## src/rtl/time_entry_loader.sv

```systemverilog
// rtl/time_entry_loader.sv - keypad time entry buffer that loads a BCD m:ss time into a countdown counter
module time_entry_loader #(
  parameter logic [3:0] MAX_DS = 4'd5
) (
  input  logic       clk,
  input  logic       clear,
  input  logic [9:0] keypad,
  input  logic       start,
  input  logic       cancel,
  output logic [3:0] data,
  output logic       load,
  output logic [3:0] disp_m,
  output logic [3:0] disp_ds,
  output logic [3:0] disp_us,
  output logic       busy,
  output logic       ready,
  output logic       entry_err
);

  typedef enum logic [2:0] {IDLE, ENTRY, LOAD_M, LOAD_DS, LOAD_US, DONE} state_t;

  state_t     state;
  logic [9:0] prev_keypad;
  logic       prev_start;
  logic       prev_cancel;

  logic       key_rise;
  logic       key_one;
  logic [3:0] key_bcd;
  logic       start_rise;
  logic       cancel_rise;
  logic       start_ok;

  always_comb begin
    key_rise    = (keypad != 10'd0) && (prev_keypad == 10'd0);
    key_one     = $onehot(keypad);
    start_rise  = start && !prev_start;
    cancel_rise = cancel && !prev_cancel;
    // A zero time or a seconds-tens digit above MAX_DS is not a loadable time.
    start_ok    = (disp_ds <= MAX_DS) && ({disp_m, disp_ds, disp_us} != 12'd0);
    key_bcd     = 4'd0;
    for (int i = 0; i < 10; i++) begin
      if (keypad[i]) key_bcd = 4'(i);
    end
  end

  always_ff @(posedge clk) begin
    if (clear) begin
      state       <= IDLE;
      prev_keypad <= 10'd0;
      prev_start  <= 1'b0;
      prev_cancel <= 1'b0;
      disp_m      <= 4'd0;
      disp_ds     <= 4'd0;
      disp_us     <= 4'd0;
      data        <= 4'd0;
      load        <= 1'b0;
      busy        <= 1'b0;
      ready       <= 1'b0;
      entry_err   <= 1'b0;
    end else begin
      prev_keypad <= keypad;
      prev_start  <= start;
      prev_cancel <= cancel;
      data        <= 4'd0;
      load        <= 1'b0;
      busy        <= 1'b0;
      entry_err   <= 1'b0;
      case (state)
        IDLE, ENTRY, DONE: begin
          // Priority: cancel, then key, then start.
          if (cancel_rise) begin
            disp_m  <= 4'd0;
            disp_ds <= 4'd0;
            disp_us <= 4'd0;
            ready   <= 1'b0;
            state   <= IDLE;
          end else if (key_rise) begin
            if (key_one) begin
              disp_m  <= disp_ds;
              disp_ds <= disp_us;
              disp_us <= key_bcd;
              ready   <= 1'b0;
              state   <= ENTRY;
            end else begin
              entry_err <= 1'b1;
            end
          end else if (start_rise && state != IDLE) begin
            if (start_ok) begin
              state <= LOAD_M;
              load  <= 1'b1;
              busy  <= 1'b1;
              data  <= disp_m;
              ready <= 1'b0;
            end else begin
              entry_err <= 1'b1;
            end
          end
        end
        LOAD_M: begin
          state <= LOAD_DS;
          load  <= 1'b1;
          busy  <= 1'b1;
          data  <= disp_ds;
        end
        LOAD_DS: begin
          state <= LOAD_US;
          load  <= 1'b1;
          busy  <= 1'b1;
          data  <= disp_us;
        end
        LOAD_US: begin
          state <= DONE;
          ready <= 1'b1;
        end
        default: state <= IDLE;
      endcase
    end
  end

endmodule

```

## config.mk

```make
export PLATFORM = sky130hd
export DESIGN_NAME = time_entry_loader
export DESIGN_NICKNAME = d
export VERILOG_FILES = /design/src/rtl/time_entry_loader.sv
export SDC_FILE = /design/constraint.sdc
export NUM_CORES = 1
export LEC_CHECK = 0
export CORE_ASPECT_RATIO = 0.6
export CORE_UTILIZATION = 25
export CTS_CLUSTER_DIAMETER = 100
export CTS_CLUSTER_SIZE = 25
export DETAILED_ROUTE_END_ITERATION = 16
export PLACE_DENSITY_LB_ADDON = 0.25
export REMOVE_ABC_BUFFERS = 1
export SYNTH_ARGS = -nofsm -noshare
export SYNTH_HDL_FRONTEND = slang
export SYNTH_SLANG_ARGS = --single-unit
export TNS_END_PERCENT = 5
```

## constraint.sdc

```tcl
create_clock -name clk -period 6.1 [get_ports clk]
set_clock_uncertainty 0.2 [all_clocks]
set_input_delay 1.525 -clock clk [delete_from_list [all_inputs] [get_ports clk]]
set_output_delay 1.525 -clock clk [all_outputs]
set_load 0.02 [all_outputs]
```

==> run metrics, run 1 <==
CP endpoint kind flop; Area Growth Syn to Fin 31.2%; switching share of power 0.291; Avg WL per Cell 13.6 um; VDD IR-drop max 0.0000740 V; site row count 22; share of post-route cells with drive strength above 1 0.120; RSZ-0062 raised after global routing no; crit path max fanout 10; PnR worst setup slack 0.406 ns; initial antenna violation count 0; # hold bufs at CTS 0; Starting Density 0.266; IO Pins 34; pin count of the biggest net entering global routing 26; share of the clock period used by the worst path 0.933; Leakage 0.827 nW; Net Switching 0.155 mW; post-layout min period 5.69 ns; HP Class reg2reg; Clock power frac 0.301; TritonRoute pass-1 iters 4; vias in the first global route 1241; H-tree depth 2; register bit total from synthesis 34; cts bufs inserted 5; internal power 0.377 mW; cell count after placement 278; fin cells 284; Synth Cell Area 0.00167 mm^2; die area 0.00701 mm^2; worst-margin pin slew 0.718 ns; DR vias 1292; Synth Flop Type dfxtp_1; PortBufs 33; pre-CTS WS 0.128 ns; syn_area_per_cell 10.2 um^2; die width 107 um; Rel. slew slack 0.518; Final GP Congestion 0.747; Worst EP arrival 5.67 ns; Overflow after GRT 0; WHS 0.284 ns; Pwr Density 244 mW/mm^2; Setup Viol. Count Final 0; Fill cells 647; Final nets 224; combinational power share 0.245; final hold violations 0; fin. max-slew vios 0; clock tree sinks 34; DR iter-0 viols 44; CTS Root Buffer Type clkbuf_8; Core Util, Final 0.348; TNS Setup 0 ns; Setup Crit Path Kind in2reg; post-DP HPWL 3000 um; Synth cell types 45; first-pass GRT wire length 6420 um; Post-CTS Setup Repair Bufs 0; Critical Path RT 6.07 ns; clk buf depth 2; clock slew at reported path FFs 0.06 ns; Total GRT Usage 0.123; Synth async-reset ratio 0; Post-synth EDFFs 0; Final Routed Wirelength 3860 um; max cap viols 0; Reg power frac 0.453; DRC Markers 0; CTS tree built; clk_lat worst skew 0.28 ns; Post-Synthesis Cells 164; # diodes 0; status finished clean; Post-CTS Resized 0; die height 65.2 um; Synth Warn # 0; Vias/cell 4.55; f_max 0.176 GHz; post-route ant nets 0; sequential area share after synthesis 0.408; Worst Setup Start Kind input pin; Core ar. 0.00628 mm^2
==> critical path: stages <==
cell and delay, ns:
clkdlybuf4s50_1 0.54, fa_1 0.49, fa_1 0.52, inv_1 0.05, fa_1 0.42, inv_1 0.07, ha_1 0.20, inv_1 0.07
fa_1 0.42, a2111oi_4 0.36, o211ai_2 0.17, o31ai_1 0.37, a21oi_2 0.21, a22o_1 0.27
==> path summary, 6_finish.rpt <==
kind,endpoint,from,depth (start not counted),slack [ns]
setup reg to reg,data[3]$_SDFF_PP0_,state[0]$_SDFFE_PP0P_,5,3.68
setup / recovery,disp_us[0]$_SDFFE_PP0P_,keypad[3],14,0.41
hold reg to reg,ready$_SDFFE_PP0P_,ready$_SDFFE_PP0P_,2,0.28
hold / removal,ready$_SDFFE_PP0P_,ready$_SDFFE_PP0P_,2,0.28
==> per-stage QoR <==
step / area [um^2] / power [mW]
global route: 2190 / 0.568
finish: 2190 / 0.532
global placement: 2100 / 0.376
detailed placement: 2100 / 0.378
floorplan: 1640 / 0.336
CTS: 2190 / 0.540
==> cells in the final DEF (no fill, tap or decap), types with 2 or more instances in the layout <==
cell type,n
a31o_2,4
nand2_1,4
nor2_1,16
clkdlybuf4s50_1,33
dfxtp_1,34
clkbuf_8,6
a22o_1,10
mux2i_1,7
nor2b_1,8
a21oi_1,2
and2_1,2
nor3_1,7
nor4_1,3
a21oi_2,2
or3_1,2
nand2b_1,4
fa_1,6
ha_1,3
inv_1,17
o31ai_1,3
==> cells by family after synthesis <==
logic type,count (synthesis),share of synthesized area
multiplexers,7,0.0420
AO/OA/AOI/OAI,35,0.192
flip-flops,34,0.408
adder cells (fa/ha/maj),9,0.0946
buffers and inverters,23,0.0563
AND/OR/NAND/NOR,56,0.206
==> power groups by stage <==
stage	Clock (mW)	Sequential, mW	Combinational (mW)
2_1_floorplan	0	0.248	0.0882
3_3_place_gp	0	0.246	0.130
3_5_place_dp	0	0.246	0.131
4_1_cts	0.167	0.241	0.132
5_1_grt	0.178	0.243	0.147
6_report	0.160	0.241	0.131
==> synth_stat cells (2+ instances only) <==
master | instances | share of area
a21oi_1 | 2 | 0.0060
a21oi_2 | 2 | 0.011
a22o_1 | 10 | 0.053
a31o_2 | 4 | 0.021
and2_1 | 2 | 0.0075
buf_4 | 2 | 0.0090
clkbuf_1 | 3 | 0.0068
dfxtp_1 | 34 | 0.41
fa_1 | 6 | 0.072
ha_1 | 3 | 0.023
inv_1 | 17 | 0.038
mux2i_1 | 7 | 0.042
nand2_1 | 4 | 0.0090
nand2b_1 | 4 | 0.015
nor2_1 | 16 | 0.036
nor2b_1 | 8 | 0.030
nor3_1 | 7 | 0.021
nor4_1 | 3 | 0.011
o31ai_1 | 3 | 0.014
or3_1 | 2 | 0.0075
==> layer usage <==
layer  routed length (um)  GRT usage
met3                  153     0.0417
met2                 1520      0.158
met1                 2170      0.183
met5                    0          0
met4                   21     0.0462
==> area by class of cell <==
type / count / area [um^2] / share of cell area
multi-input combinational: 107 / 892 / 0.408
sequential: 34 / 681 / 0.311
timing repair buffer: 35 / 358 / 0.164
tap: 84 / 105 / 0.0481
clock buffer: 6 / 82.6 / 0.0378
inverter: 18 / 67.6 / 0.0309
==> state kept, by name, summed over array words and instances, names as in the netlist <==
signal       cells
disp_ds          4
busy             1
prev_cancel      1
data             4
entry_err        1
prev_start       1
ready            1
state            3
disp_m           4
prev_keypad     10
disp_us          4
(Power assumes the default switching activity.)
==> run 2, diff against run 1 <==
SETUP_SLACK_MARGIN = 0.05   (was unset)
==> results of run 2 <==
Final layout, timing and power as in run 1 (identical DEF).
